**config.mk**
```make
export PLATFORM = sky130hd
export DESIGN_NAME = multi_ctrl
export DESIGN_NICKNAME = d
export VERILOG_FILES = /design/src/rtl/multi_ctrl.sv
export SDC_FILE = /design/constraint.sdc
export NUM_CORES = 1
export LEC_CHECK = 0
export BUFFER_PORTS_ARGS = -buffer_cell sky130_fd_sc_hd__buf_2
export CAP_MARGIN = 5
export CORE_MARGIN = 1.5
export CORE_UTILIZATION = 30
export DETAILED_ROUTE_END_ITERATION = 10
export PLACE_DENSITY_LB_ADDON = 0.12
export SYNTH_ARGS = -nofsm -noshare
export SYNTH_HDL_FRONTEND = slang
export SYNTH_SLANG_ARGS = --single-unit
export TNS_END_PERCENT = 1
```
**constraint.sdc**
```tcl
create_clock -name clk -period 3.43 [get_ports clk]
set_input_delay 0.343 -clock clk [delete_from_list [all_inputs] [get_ports clk]]
set_output_delay 0.343 -clock clk [all_outputs]
set_load 0.1 [all_outputs]
```
**src/rtl/multi_ctrl.sv**
```systemverilog
// Main control FSM for the multicycle MIPS core: sequences IF/ID/EX/MEM/WB and
// decodes every datapath enable and select from the current state and the IR fields.
module multi_ctrl #(
    parameter int CNT_WIDTH = 32
) (
    input  logic                 clk,
    input  logic                 rst_n,
    input  logic [5:0]           opcode,
    input  logic [5:0]           funct,
    input  logic                 zero,
    input  logic                 dmem_ready,
    output logic                 pc_we,
    output logic [1:0]           pc_src,
    output logic                 ir_we,
    output logic                 ext_type,
    output logic                 alu_src,
    output logic [1:0]           alu_op,
    output logic                 reg_we,
    output logic [1:0]           reg_dst,
    output logic [1:0]           mem_to_reg,
    output logic                 dmem_req,
    output logic                 dmem_we,
    output logic                 illegal,
    output logic [2:0]           state,
    output logic [CNT_WIDTH-1:0] retired
);

    localparam logic [5:0] OP_RTYPE = 6'h00;
    localparam logic [5:0] OP_ORI   = 6'h0D;
    localparam logic [5:0] OP_LUI   = 6'h0F;
    localparam logic [5:0] OP_LW    = 6'h23;
    localparam logic [5:0] OP_SW    = 6'h2B;
    localparam logic [5:0] OP_BEQ   = 6'h04;
    localparam logic [5:0] OP_J     = 6'h02;
    localparam logic [5:0] OP_JAL   = 6'h03;
    localparam logic [5:0] FN_ADDU  = 6'h21;
    localparam logic [5:0] FN_SUBU  = 6'h23;

    localparam logic [1:0] ALU_ADD = 2'd0;
    localparam logic [1:0] ALU_SUB = 2'd1;
    localparam logic [1:0] ALU_OR  = 2'd2;
    localparam logic [1:0] ALU_LUI = 2'd3;

    typedef enum logic [2:0] {
        S_IF  = 3'd0,
        S_ID  = 3'd1,
        S_EX  = 3'd2,
        S_MEM = 3'd3,
        S_WB  = 3'd4
    } state_t;

    state_t               state_q;
    state_t               state_d;
    logic                 retire;
    logic [CNT_WIDTH-1:0] retired_q;

    logic is_rtype, is_addu, is_subu, is_ori, is_lui;
    logic is_lw, is_sw, is_beq, is_j, is_jal, legal, ext_sign;

    assign is_rtype = (opcode == OP_RTYPE);
    assign is_addu  = is_rtype && (funct == FN_ADDU);
    assign is_subu  = is_rtype && (funct == FN_SUBU);
    assign is_ori   = (opcode == OP_ORI);
    assign is_lui   = (opcode == OP_LUI);
    assign is_lw    = (opcode == OP_LW);
    assign is_sw    = (opcode == OP_SW);
    assign is_beq   = (opcode == OP_BEQ);
    assign is_j     = (opcode == OP_J);
    assign is_jal   = (opcode == OP_JAL);
    assign legal    = is_addu | is_subu | is_ori | is_lui | is_lw | is_sw |
                      is_beq | is_j | is_jal;
    assign ext_sign = is_lw | is_sw | is_beq;

    always_ff @(posedge clk or negedge rst_n) begin
        if (!rst_n) begin
            state_q   <= S_IF;
            retired_q <= '0;
        end else begin
            state_q <= state_d;
            if (retire) begin
                retired_q <= retired_q + CNT_WIDTH'(1);
            end
        end
    end

    always_comb begin
        state_d    = S_IF;
        retire     = 1'b0;
        pc_we      = 1'b0;
        pc_src     = 2'd0;
        ir_we      = 1'b0;
        ext_type   = 1'b0;
        alu_src    = 1'b0;
        alu_op     = ALU_ADD;
        reg_we     = 1'b0;
        reg_dst    = 2'd0;
        mem_to_reg = 2'd0;
        dmem_req   = 1'b0;
        dmem_we    = 1'b0;
        illegal    = 1'b0;

        case (state_q)
            S_IF: begin
                ir_we   = 1'b1;
                pc_we   = 1'b1;
                state_d = S_ID;
            end
            S_ID: begin
                ext_type = ext_sign;
                if (!legal) begin
                    illegal = 1'b1;
                    state_d = S_IF;
                end else if (is_j || is_jal) begin
                    pc_we   = 1'b1;
                    pc_src  = 2'd2;
                    retire  = 1'b1;
                    state_d = S_IF;
                    if (is_jal) begin
                        reg_we     = 1'b1;
                        reg_dst    = 2'd2;
                        mem_to_reg = 2'd2;
                    end
                end else begin
                    state_d = S_EX;
                end
            end
            S_EX: begin
                ext_type = ext_sign;
                if (is_rtype) begin
                    alu_op  = is_subu ? ALU_SUB : ALU_ADD;
                    state_d = S_WB;
                end else if (is_ori) begin
                    alu_src = 1'b1;
                    alu_op  = ALU_OR;
                    state_d = S_WB;
                end else if (is_lui) begin
                    alu_op  = ALU_LUI;
                    state_d = S_WB;
                end else if (is_lw || is_sw) begin
                    alu_src = 1'b1;
                    state_d = S_MEM;
                end else if (is_beq) begin
                    alu_op  = ALU_SUB;
                    pc_we   = zero;
                    pc_src  = 2'd1;
                    retire  = 1'b1;
                    state_d = S_IF;
                end
            end
            S_MEM: begin
                ext_type = ext_sign;
                dmem_req = 1'b1;
                dmem_we  = is_sw;
                if (!dmem_ready) begin
                    state_d = S_MEM;
                end else if (is_lw) begin
                    state_d = S_WB;
                end else begin
                    retire  = 1'b1;
                    state_d = S_IF;
                end
            end
            S_WB: begin
                ext_type   = ext_sign;
                reg_we     = 1'b1;
                reg_dst    = {1'b0, is_rtype};
                mem_to_reg = {1'b0, is_lw};
                retire     = 1'b1;
                state_d    = S_IF;
            end
            default: state_d = S_IF;
        endcase

        // Reset holds state at IF, whose enables would otherwise be active.
        if (!rst_n) begin
            pc_we      = 1'b0;
            pc_src     = 2'd0;
            ir_we      = 1'b0;
            ext_type   = 1'b0;
            alu_src    = 1'b0;
            alu_op     = ALU_ADD;
            reg_we     = 1'b0;
            reg_dst    = 2'd0;
            mem_to_reg = 2'd0;
            dmem_req   = 1'b0;
            dmem_we    = 1'b0;
            illegal    = 1'b0;
        end
    end

    assign state   = state_q;
    assign retired = retired_q;

endmodule

```
# After elaboration in Yosys (flattened, before gate mapping)
# Cells that the tools add are included.
# op_classes
mul,0
eq_ne,13
magnitude_cmp,0
n_reduce_logical,7
add_sub_neg,1
mux,70
n_div,0
n_shift,0
n_bitwise,10
# op_table
cell,count
1-bit 2-to-1 mux,42
"32-bit by 1-bit adder with 32-bit output, second input constant",1
2-bit 2-to-1 mux,16
"6-bit equality test, second input constant",4
3-bit 2-to-1 mux,5
"6-bit by 2-bit equality test with 1-bit output, second input constant",2
"6-bit by 4-bit equality test with 1-bit output, second input constant",2
2-bit one-hot mux with 2 select lines,3
3-bit one-hot mux with 4 select lines,1
1-bit OR,10
"3-bit by 2-bit equality test with 1-bit output, second input constant",2
"6-bit by 3-bit equality test with 1-bit output, second input constant",1
6-bit logical NOT,1
1-bit one-hot mux with 4 select lines,1
4-bit OR reduction,1
"3-bit by 1-bit equality test with 1-bit output, second input constant",1
"3-bit equality test, second input constant",1
3-bit logical NOT,1
1-bit one-hot mux with 3 select lines,1
1-bit logical AND,2
1-bit logical OR,2
1-bit one-hot mux with 2 select lines,1
# totals
out_inout_bits,51
word_cells,103
n_memories,0
rom_bits,0
regBits,35
ram_bits,0
in_bits,16
latch_bits,0

# Depth between registers and ports, before layout
# logic_depth
word_depth,13
depth_mapped,7

# Worst setup path after synthesis
# OpenSTA, ideal clock, no wires.
# synth_path
path_type,flip-flop to output port
start,"register state_q[1], in the netlist state[1]"
end,output alu_src
arrival_ps,4362
path_slack_ps,-1275
stages_incl_launch_ff,4
n_path_buf,1
cell_sequence,dfrtp_1 > clkbuf_1 > nand3b_1 > nor4_1
# synth_via
elab_chain_len,3
# synth_lines
item,line,rtl
from (decl),52,state_t state_q;
from (signal assigned),79,state_q <= state_d;
3-bit by 2-bit equality test with 1-bit output,102,case (state_q)
1-bit 2-to-1 mux,102,
1-bit 2-to-1 mux,175,if (!rst_n) begin
to (decl),16,"output logic alu_src,"
# Every way passes these cells.

# Worst setup path after layout
# layout_path
start,"register state_q[0], in the netlist state[0]"
end,output ext_type
# layout_via
elab_chain_len,4
elab_cells_between_ends,7
classes_between,4 x eq/ne; 2 x mux; 1 x reduce/logical
# layout_lines
item,line,rtl
"3-bit by 2-bit equality test with 1-bit output, or another cell as far along",102,
4-bit OR reduction (no line) *,--,
1-bit 2-to-1 mux *,102,
1-bit 2-to-1 mux *,175,
to (decl),15,"output logic ext_type,"
# Mark *: on every way between the ends. The rest lies on a longest branch, timed or not.

==> flow_metrics.py <==
metrics = {
    "worst_setup_path": {
        "required_ns": 3.09,
        "crit_buf_inv": 1,
        "endpoint_kind": "output port",
        "critPathArrivalTime_ns": 2.00,
        "path_delay_family": "compound AO/OA/AOI/OAI gates",
        "critPathMaxStageDelay_ns": 0.54,
        "reg2reg_from": "state[0]",
        "cp_slowest_cell": "dfrtp_1",
        "crit_path_max_fanout": 13,
        "crit_chain": "o21ai_0 -> nand3_1 -> a21oi_1 -> buf_2",
        "rrSetupSlack_ns": 1.17,
        "start_kind": "register",
        "reg2reg_depth": 4,
        "reg2reg_to": "retired[25]",
        "path_class": "register to output port",
    },
    "pwr": {
        "power_density_nw_per_um2": 602,
        "p_leak_uw": 0.00133,
        "irDropWorstVdd_uv": 513,
    },
    "timing": {
        "clock_skew_ns": 0.00608,
        "hold_ws_ns": 0.117,
        "final-setup-viol-count": 0,
        "hold_violations": 0,
        "relSlewSlack": 0.326,
        "max_freq_mhz": 427,
        "drv_slew": 0,
        "period_share": 0.682,
        "rsz0062_at_grt": "false",
        "tightestPinTransition_ns": 1.01,
        "min_period_ns": 2.34,
    },
    "finish": {
        "num-nets-final": 311,
        "diodes": 0,
        "area_delta_synth_final_pct": 23.8,
        "drive_above_1_share": 0.281,
        "multi_input_comb_area_um2": 1130,
        "regArea_um2": 876,
        "n_fill_cell": 708,
        "fin_area_um2": 2590,
    },
    "clock_network": {
        "postCtsHoldBufs": 0,
        "root_buffer": "clkbuf_8",
        "numCtsBuffers": 5,
        "cts-htree-levels": 2,
        "post_cts_buffers": 0,
        "post_cts_resized": 0,
        "clk_pin_slew_worst_paths_ns": 0.08,
        "max-clock-path-buffers": 2,
        "cts_tree": "built",
        "cts_sinks": 35,
        "clk_latency_ns": 0.29,
    },
    "floorplanning": {
        "die_h_um": 86.4,
        "rows": 30,
        "core_area_um2": 6760,
        "start_util": 0.309,
        "dieArea_um2": 7470,
        "die_w_um": 86.4,
        "pin_count": 67,
    },
    "route": {
        "final_antenna_net_count": 0,
        "vias": 1896,
        "postRouteWirelength_mm": 5.45,
        "wl_per_cell_um": 14.5,
        "drt_iter0_drc": 54,
        "drc": 0,
        "drtPass1Iterations": 4,
        "via_per_inst": 5.06,
    },
    "synth": {
        "synthTopCellsByArea": "dfrtp_1 42%, xor2_1 8.0%, nand2_1 5.0%, xnor2_1 5.0%, nand3_1 4.6%",
        "synthArstFlopShare": 1.00,
        "syn_avg_cell_area_um2": 9.04,
        "netlist_instances": 231,
        "synth-seq-area-share": 0.419,
        "synth_top_cell_by_area": "dfrtp_1",
        "synth_seq_cells": 35,
        "synth-edff-count": 0,
        "synth_common_cells": "35 x dfrtp_1, 28 x nand2_1, 19 x nand3_1, 19 x xor2_1, 16 x nor2_1",
        "synthesis.area_um2": 2090,
        "ys.flop_type": "dfrtp_1",
        "syn_nets": 248,
        "synth_warnings": 0,
        "synth_most_common_cell": "dfrtp_1",
        "yosysTopAreaCellShare": 0.419,
        "synth_cell_types": 41,
    },
    "global_routing": {
        "grt_max_degree": 39,
        "grt_pass1_vias": 1722,
        "antenna_found_initial": 0,
        "grt_usage": 0.149,
        "gr-total-overflow": 0,
        "grt_pass1_wl_mm": 8.75,
    },
    "placement": {
        "dp_hpwl_mm": 3.97,
        "placed_area_um2": 2470,
        "place.gp.congestion": 0.800,
        "io_buffers": 66,
    },
    "job": {
        "drv_cap": 0,
    },
    "run_status": {
        "status": "completed",
    },
    "min_path": {
        "min_path_type": "input pin to async pin",
    },
}
==> layer usage <==
| layer | GRT usage | routed length (µm) | up-vias |
|---|---|---|---|
| met3 | 0.0333 | 273 | 5 |
| met4 | 0.0381 | 52 | 0 |
| met5 | 0 | 0 | - |
| met1 | 0.204 | 2530 | 887 |
| met2 | 0.239 | 2590 | 52 |
| li1 | - | - | 952 |
==> flip-flops by register name, indices dropped and copies added, names as in the netlist <==
register and flops:
retired 32, state 3
==> stage by stage <==
stage          worst slack [ns]   util  cells  setup TNS [ns]  power (µW)
2_1_floorplan            -0.585      -    231           -1.94        1090
3_3_place_gp               1.11  0.366    367               0        1190
3_5_place_dp               1.02  0.366    367               0        1190
4_1_cts                    1.09  0.383    375               0        1580
5_1_grt                   0.947  0.383    375               0        1640
6_report                   1.09  0.383    375               0        1560
==> power by group <==
group          total [µW]  leakage, µW  switching, µW  internal, µW
registers             519     0.000473           68.8           450
logic                 663     0.000802            535           128
clock network         375    0.0000581            159           216
total                1560      0.00133            763           794
==> worst reg2reg max path, stage by stage (launching register included) <==
cell and delay, ns:
dfrtp_1 0.54, o21ai_0 0.43, o211ai_2 0.52, nor4_1 0.52, xor2_1 0.18
==> layout make-up <==
cell class              instances  area share
multi-input cells             176       0.435
clock inverters                 3      0.0169
inverters                       9      0.0131
clock buffers                   5      0.0266
repair buffers                 67       0.131
well taps                      80      0.0387
flip-flops and latches         35       0.339
==> how the worst max path moves through the flow <==
stage,from,endpoint,slack (ns),depth (start not counted)
2_1_floorplan,state[0],reg_dst[1],-0.59,5
3_3_place_gp,opcode[3],retired[31],1.11,6
3_5_place_dp,opcode[3],retired[13],1.02,6
4_1_cts,state[0],ext_type,1.09,4
5_1_grt,state[0],retired[25],0.95,4
6_report,state[0],ext_type,1.09,4
==> cell families (layout without fill, tap and decap cells) <==
group                      after synthesis  in the layout  share of synthesized area
AOI/OAI and AO/OA                       20             20                     0.0803
xor gates and xnor gates                31             31                      0.130
adders and majority gates                1              1                    0.00599
buffers and inverters                   20             84                     0.0473
DFF                                     35             35                      0.419
muxes                                    1              1                    0.00479
and+or+nand+nor                        123            123                      0.312
==> cells in the final DEF, fill, tap and decap left out, types with 2 or more instances in the layout <==
cell type	instances
buf_2	66
dfrtp_1	35
nand2_1	28
nand3_1	19
xor2_1	19
nor2_1	16
xnor2_1	12
nor4_1	11
nor3_1	11
inv_1	9
nand4_1	9
and3_1	8
a21oi_1	6
clkbuf_8	5
nor2b_1	3
nor4_2	3
and4_1	3
and2_1	3
and3b_1	2
nor4b_1	2
o211a_1	2
a211o_1	2
(Power assumes the default switching activity.)
